<file path="src/rtl/jtag_gpios_rmw.sv">
// JTAG-controlled GPIO block: DATA/CONFIG/EDGE scan registers with write/set/clear ops,
// synchronised pad inputs and sticky any-edge capture, all clocked by tck.
module jtag_gpios_rmw #(
  parameter int                  NR_GPIOS      = 8,
  parameter int                  SYNC_STAGES   = 2,
  parameter logic [NR_GPIOS-1:0] OUT_RESET_VAL = '0
) (
  input  logic                tck,
  input  logic                reset_,
  input  logic                tdi,
  output logic                gpios_tdo,
  input  logic                capture_dr,
  input  logic                shift_dr,
  input  logic                update_dr,
  input  logic                gpio_data_ir,
  input  logic                gpio_config_ir,
  input  logic                gpio_edge_ir,
  input  logic [NR_GPIOS-1:0] gpio_inputs,
  output logic [NR_GPIOS-1:0] gpio_outputs,
  output logic [NR_GPIOS-1:0] gpio_outputs_ena,
  output logic                gpio_edge_pending
);

  localparam int DRW = NR_GPIOS + 2;

  logic [SYNC_STAGES-1:0][NR_GPIOS-1:0] sync_q;
  logic [NR_GPIOS-1:0] sync_in;
  logic [NR_GPIOS-1:0] prev;
  logic [NR_GPIOS-1:0] edge_q;
  logic [NR_GPIOS-1:0] edge_base;
  logic [NR_GPIOS-1:0] edge_seen;
  logic [NR_GPIOS-1:0] cap_src;
  logic [NR_GPIOS-1:0] payload;
  logic [1:0]          op;
  logic [DRW-1:0]      dr;
  logic                sel_data;
  logic                sel_config;
  logic                sel_edge;
  logic                any_ir;
  logic                do_update;

  function automatic logic [NR_GPIOS-1:0] apply_op(
    input logic [1:0]          o,
    input logic [NR_GPIOS-1:0] cur,
    input logic [NR_GPIOS-1:0] p
  );
    logic [NR_GPIOS-1:0] r;
    r = cur;
    case (o)
      2'b01:   r = p;
      2'b10:   r = cur | p;
      2'b11:   r = cur & ~p;
      default: r = cur;
    endcase
    return r;
  endfunction

  assign sync_in    = sync_q[SYNC_STAGES-1];
  assign edge_seen  = sync_in ^ prev;

  // data > config > edge when several instructions are active at once
  assign sel_data   = gpio_data_ir;
  assign sel_config = !gpio_data_ir && gpio_config_ir;
  assign sel_edge   = !gpio_data_ir && !gpio_config_ir && gpio_edge_ir;
  assign any_ir     = gpio_data_ir || gpio_config_ir || gpio_edge_ir;

  assign op         = dr[DRW-1:NR_GPIOS];
  assign payload    = dr[NR_GPIOS-1:0];
  assign do_update  = update_dr && !capture_dr && !shift_dr && any_ir;
  assign gpios_tdo  = dr[0];

  always_comb begin
    cap_src = edge_q;
    if (sel_data)
      cap_src = sync_in;
    else if (sel_config)
      cap_src = gpio_outputs_ena;
  end

  always_comb begin
    edge_base = edge_q;
    if (do_update && sel_edge)
      edge_base = apply_op(op, edge_q, payload);
  end

  always_ff @(posedge tck or negedge reset_) begin
    if (!reset_) begin
      sync_q <= '0;
      prev   <= '0;
    end else begin
      sync_q <= {sync_q[SYNC_STAGES-2:0], gpio_inputs};
      prev   <= sync_in;
    end
  end

  always_ff @(posedge tck or negedge reset_) begin
    if (!reset_) begin
      dr <= '0;
    end else if (any_ir) begin
      if (capture_dr)
        dr <= {2'b00, cap_src};
      else if (shift_dr)
        dr <= {tdi, dr[DRW-1:1]};
    end
  end

  always_ff @(posedge tck or negedge reset_) begin
    if (!reset_) begin
      gpio_outputs     <= OUT_RESET_VAL;
      gpio_outputs_ena <= '0;
    end else if (do_update) begin
      if (sel_data)
        gpio_outputs <= apply_op(op, gpio_outputs, payload);
      if (sel_config)
        gpio_outputs_ena <= apply_op(op, gpio_outputs_ena, payload);
    end
  end

  // a freshly detected edge overrides a clear/write-0 in the same cycle
  always_ff @(posedge tck or negedge reset_) begin
    if (!reset_) begin
      edge_q            <= '0;
      gpio_edge_pending <= 1'b0;
    end else begin
      edge_q            <= edge_base | edge_seen;
      gpio_edge_pending <= |edge_q;
    end
  end

endmodule

</file>
<file path="config.mk">
export PLATFORM = sky130hd
export DESIGN_NAME = jtag_gpios_rmw
export DESIGN_NICKNAME = d
export VERILOG_FILES = /design/src/rtl/jtag_gpios_rmw.sv
export SDC_FILE = /design/constraint.sdc
export NUM_CORES = 1
export LEC_CHECK = 0
export BUFFER_PORTS_ARGS = -buffer_cell sky130_fd_sc_hd__buf_2
export CORE_AREA = 2 2 97 99
export CTS_CLUSTER_DIAMETER = 40
export DETAILED_ROUTE_END_ITERATION = 7
export DIE_AREA = 0 0 99 101
export HOLD_SLACK_MARGIN = 0.02
export PLACE_DENSITY = 0.59
export SLEW_MARGIN = 40
export SYNTH_ARGS = -nofsm -noshare
export SYNTH_HDL_FRONTEND = slang
export SYNTH_SLANG_ARGS = --single-unit
</file>
<file path="constraint.sdc">
create_clock -name tck -period 1.65 [get_ports tck]
set_input_delay 0.165 -clock tck [delete_from_list [all_inputs] [get_ports tck]]
set_output_delay 0.165 -clock tck [all_outputs]
set_load 0.1 [all_outputs]
</file>
Yosys cells after proc, flatten, opt, wreduce, memory -nomap -nowiden
Index checks and enable logic that the tools add are counted.

Input port bits: 17. Output and inout bits: 18. Bits in registers: 59.

Equality and inequality tests: 3. Bitwise gates (word level): 9. Reduce and logical (&&, ||, !) cells: 19. Muxes and demuxes: 8.

Operators with widths (number): case mux 8 bit (3 select lines) (3); bitwise OR 8 bit (4); AND 8 bit (3); 2-to-1 mux 8 bit (3); 2-to-1 mux 10 bit (2); NOT 8 bit (1); OR reduction 8 bit (1); bitwise XOR 8 bit (1); logical AND 1 bit (7); AND reduction 3 bit (2); equality test 2 bit (second input constant) (2); logical NOT 1 bit (4); nonzero test 3 bit (1); equality test 2 x 1 -> 1 bit (second input constant) (1); logical OR 1 bit (2); AND reduction 2 bit (1); nonzero test 2 bit (1).

Depth between registers and ports, before layout
Word-level depth: 7. Mapped depth: 6.

Worst setup path before layout
No wires, ideal clock.

Path type: register to register. Start: register dr[0]. End: register gpio_outputs[0]. Slack: 0.058 ns. Path buffers: 0. Arrival time: 1.467 ns. Cell stages (with the launch flop): 4. Cells stage by stage: dfrtp_1 xnor2_1 nand3_1 o22a_1.

Longest elaborated chain between the ends: 3.

Ends and longest elaborated chain: start: declaration (RTL line 35) `logic [DRW-1:0] dr;`; start signal: assignment (RTL line 101) `dr <= {2'b00, cap_src};`; start signal: assignment (RTL line 103) `dr <= {tdi, dr[DRW-1:1]};`; NOT 8 bit (RTL line 52) `2'b11: r = cur & ~p;`; AND 8 bit (RTL line 52); case mux 8 bit (3 select lines) * (RTL line 49) `case (o)`; end signal: assignment (RTL line 113) `gpio_outputs <= apply_op(op, gpio_outputs, payload);`; end: declaration (RTL line 19) `output logic [NR_GPIOS-1:0] gpio_outputs,`.

Every way passes the cells marked *; elsewhere a longest branch is shown, timed or not. A chain may end at the register's enable or synchronous reset.

Worst setup path in the final report
Start: register dr[9]. End: register gpio_outputs[2].

Longest elaborated chain between the ends: 3.

Ends and longest elaborated chain (RTL line): equality test 2 bit or equality test 2 x 1 -> 1 bit (tied branches) (49); nonzero test 3 bit (no line); AND reduction 3 bit (no line).

Parallel ways exist; a longest one is shown, timed or not.

==> out/results.tsv <==
metric	value	unit
end_kind	flop	
fin_crit_sh	94.04	%
synth_edf_count	0	
fillers	864	
synth_top_cell_area_share	52.84	%
synth_area	2794	µm²
fin_area	3428	µm²
async_flop_share	100.0	%
vias	2186	
drive_above_1_share	21.85	%
cp.required	1870	ps
max_slew_margin	66.34	%
grt.total_usage	14.94	%
crit_path_start_kind	flop	
hp-class	primary input to flop	
dp_slack	47.48	ps
setup_viol	0	
crit_buf_inv	0	
use_met2	22.87	%
wl_per_cell	16.79	µm
insertion_delay	330	ps
rsz0062_at_grt	yes	
worstSetupPathType	flop to flop	
antenna_left	0	
grt_max_degree	60	
cts.clk_slew.worst_paths	60	ps
antenna_found_initial	0	
gp_congestion	0.8388	
fin_ws	98.26	ps
die_w	99	µm
synth_top_area_cell	dfrtp_1	
synth_area_leaders	dfrtp_1, nor2b_1, a32o_1	
max_freq	0.6444	GHz
rows	35	
cts_tree	done	
finalMaxSlewViolations	0	
grt-busiest-layer	met2	
p_leak	1.410	nW
drt_drc_violations_left	0	
cts_buffers	9	
clock_skew	5.941	ps
finalHoldViolCount	0	
yosys-top-cells-count	dfrtp_1, nor2b_1	
drt_pass1_iterations	4	
dpl.hpwl	4610	µm
min_period	1552	ps
top_level_ports	35	
peakVddDrop	0.0004854	V
crit_fanout	8	
io_buffers	34	
cts_buffer_depth	2	
start_util	31.12	%
ys_types	33	
worstPathArrival	1770	ps
area_growth	22.70	%
yosysMostFrequentCell	dfrtp_1	
max_cap_violations	0	
grt_util_met3	3.398	%
synth-main-ff-cell	dfrtp_1	
synth_seq_cells	59	
cts_root_buf	clkbuf_8	
yosysSeqAreaShare	52.84	%
cp_cell_sequence	nor2b_1 -> nand3_1 -> a32o_1	
htreeDepth	3	
power_density	1572	nW/µm²
post_cts_buffers	0	
critPathSlowestCell	dfrtp_1	
yosys_warnings	0	
grt_pass1_vias	2179	
die_y	101	µm
core_area	8977	µm²
post_dp_cell_area	3143	µm²
drtIter0Drc	139	
cts.sinks	59	
grt_pass1_wl	11490	µm
netlist_instances	245	
diodes	0	
grt_use_met1	19.69	%
fin_nets	314	
holdWs	102.4	ps
synth_area_per_cell	11.40	µm²
cpPeakStageDelay	460	ps
vias_per_cell	5.293	
worst_pin_slew	504.9	ps
crit_family	simple AND/OR/NAND/NOR gates	
setup-tns-final	0	ps
die-area	9999	µm²
syn_nets	262	
status	complete, no violations	
globalRoute.totalOverflow	0	
drt-total-wl	6934	µm
-- where the power goes --
part	switching [W]	internal (W)	leakage, nW
logic	0.00158	0.000581	0.613
registers	0.000265	0.00170	0.697
clock network	0.000548	0.000709	0.0997
total	0.00239	0.00299	1.41
-- tightest hold or removal path, cell delays in order --
cell	delay, ps
buf_2	80
nand3b_1	70
o21ai_1	80
-- logic make-up after synthesis --
group / count (synthesis) / synth area share, %
AND/OR/NAND/NOR: 69 / 16.39
XOR/XNOR: 9 / 2.821
multiplexers: 9 / 3.628
buffers and inverters: 17 / 2.911
AO/OA/AOI/OAI: 82 / 21.41
flip-flops: 59 / 52.84
-- final timing paths --
check / from / to / slack, ps / cells past startpoint
max: dr[9]$_DFFE_PN0P_ / gpio_outputs[2]$_DFFE_PN0P_ / 100 / 3
min: tdi / dr[9]$_DFFE_PN0P_ / 100 / 3
max reg2reg: dr[9]$_DFFE_PN0P_ / gpio_outputs[2]$_DFFE_PN0P_ / 100 / 3
min reg2reg: sync_q[4]$_DFF_PN0_ / sync_in[4]$_DFF_PN0_ / 350 / 0
max in group asynchronous: reset_ / sync_q[3]$_DFF_PN0_ / 1020 / 3
min in group asynchronous: reset_ / gpio_outputs[7]$_DFFE_PN0P_ / 370 / 3
-- cell type report --
cell class              count  area [µm²]  share of cell area (%)
well taps                 111       138.9                   4.051
repair buffers             57       377.9                   11.02
clock buffers              15       186.4                   5.438
flip-flops and latches     59        1476                   43.07
inverters                   1       3.754                  0.1095
clock inverters             1       5.005                  0.1460
multi-input cells         169        1240                   36.17
-- cell usage in the layout, fill, tap and decap left out, drive strengths merged --
cell         synthesis  final
inv                  1      1
and3b                1      1
mux2                 9      9
nor2b               25     25
nand2                1      1
nand3                3      3
nand3b               1      1
or4bb                1      1
or4b                 1      1
clkbuf               3     15
o21ai               17     17
o21bai              16     16
nand4b               2      2
o32a                 1      1
a31oi               16     16
nor4                 2      2
clkinv               0      1
nor2                10     10
nor4b                1      1
nor3b                1      1
o22a                 1      1
nand2b              16     16
nand4bb              3      3
or2                  1      1
o211ai              16     16
a32o                15     15
dlygate4sd3          0      9
buf                 13     48
xnor2                9      9
dfrtp               59     59
-- registers in the layout (all words and copies together), names as in the netlist --
| signal | flops |
|---|---|
| gpio_outputs_ena | 8 |
| prev | 8 |
| gpio_outputs | 8 |
| gpio_edge_pending | 1 |
| sync_q | 8 |
| edge_q | 8 |
| sync_in | 8 |
| dr | 10 |
-- metrics by stage --
step	utilization (%)	std cells	power, W
after global placement	35.01	388	0.004111
after detailed placement	35.01	388	0.004154
after floorplan	-	245	0.003706
after global routing	38.19	413	0.005667
after CTS	38.15	413	0.005449
final	38.19	413	0.005388
-- timing repair --
action | 4_1_cts | 5_1_grt
hold buffers | 9 | 0
setup endpoints to repair | 0 | 12
gates resized for setup | 0 | 1
hold endpoints to repair | 67 | 0
-- layer usage --
layer	vias up	part of all wire (%)
met4	0	2.2
met3	15	4.7
met5	-	0
met2	63	46
met1	1089	47
li1	1019	-
No activity file was read; power rests on OpenSTA's default activity.
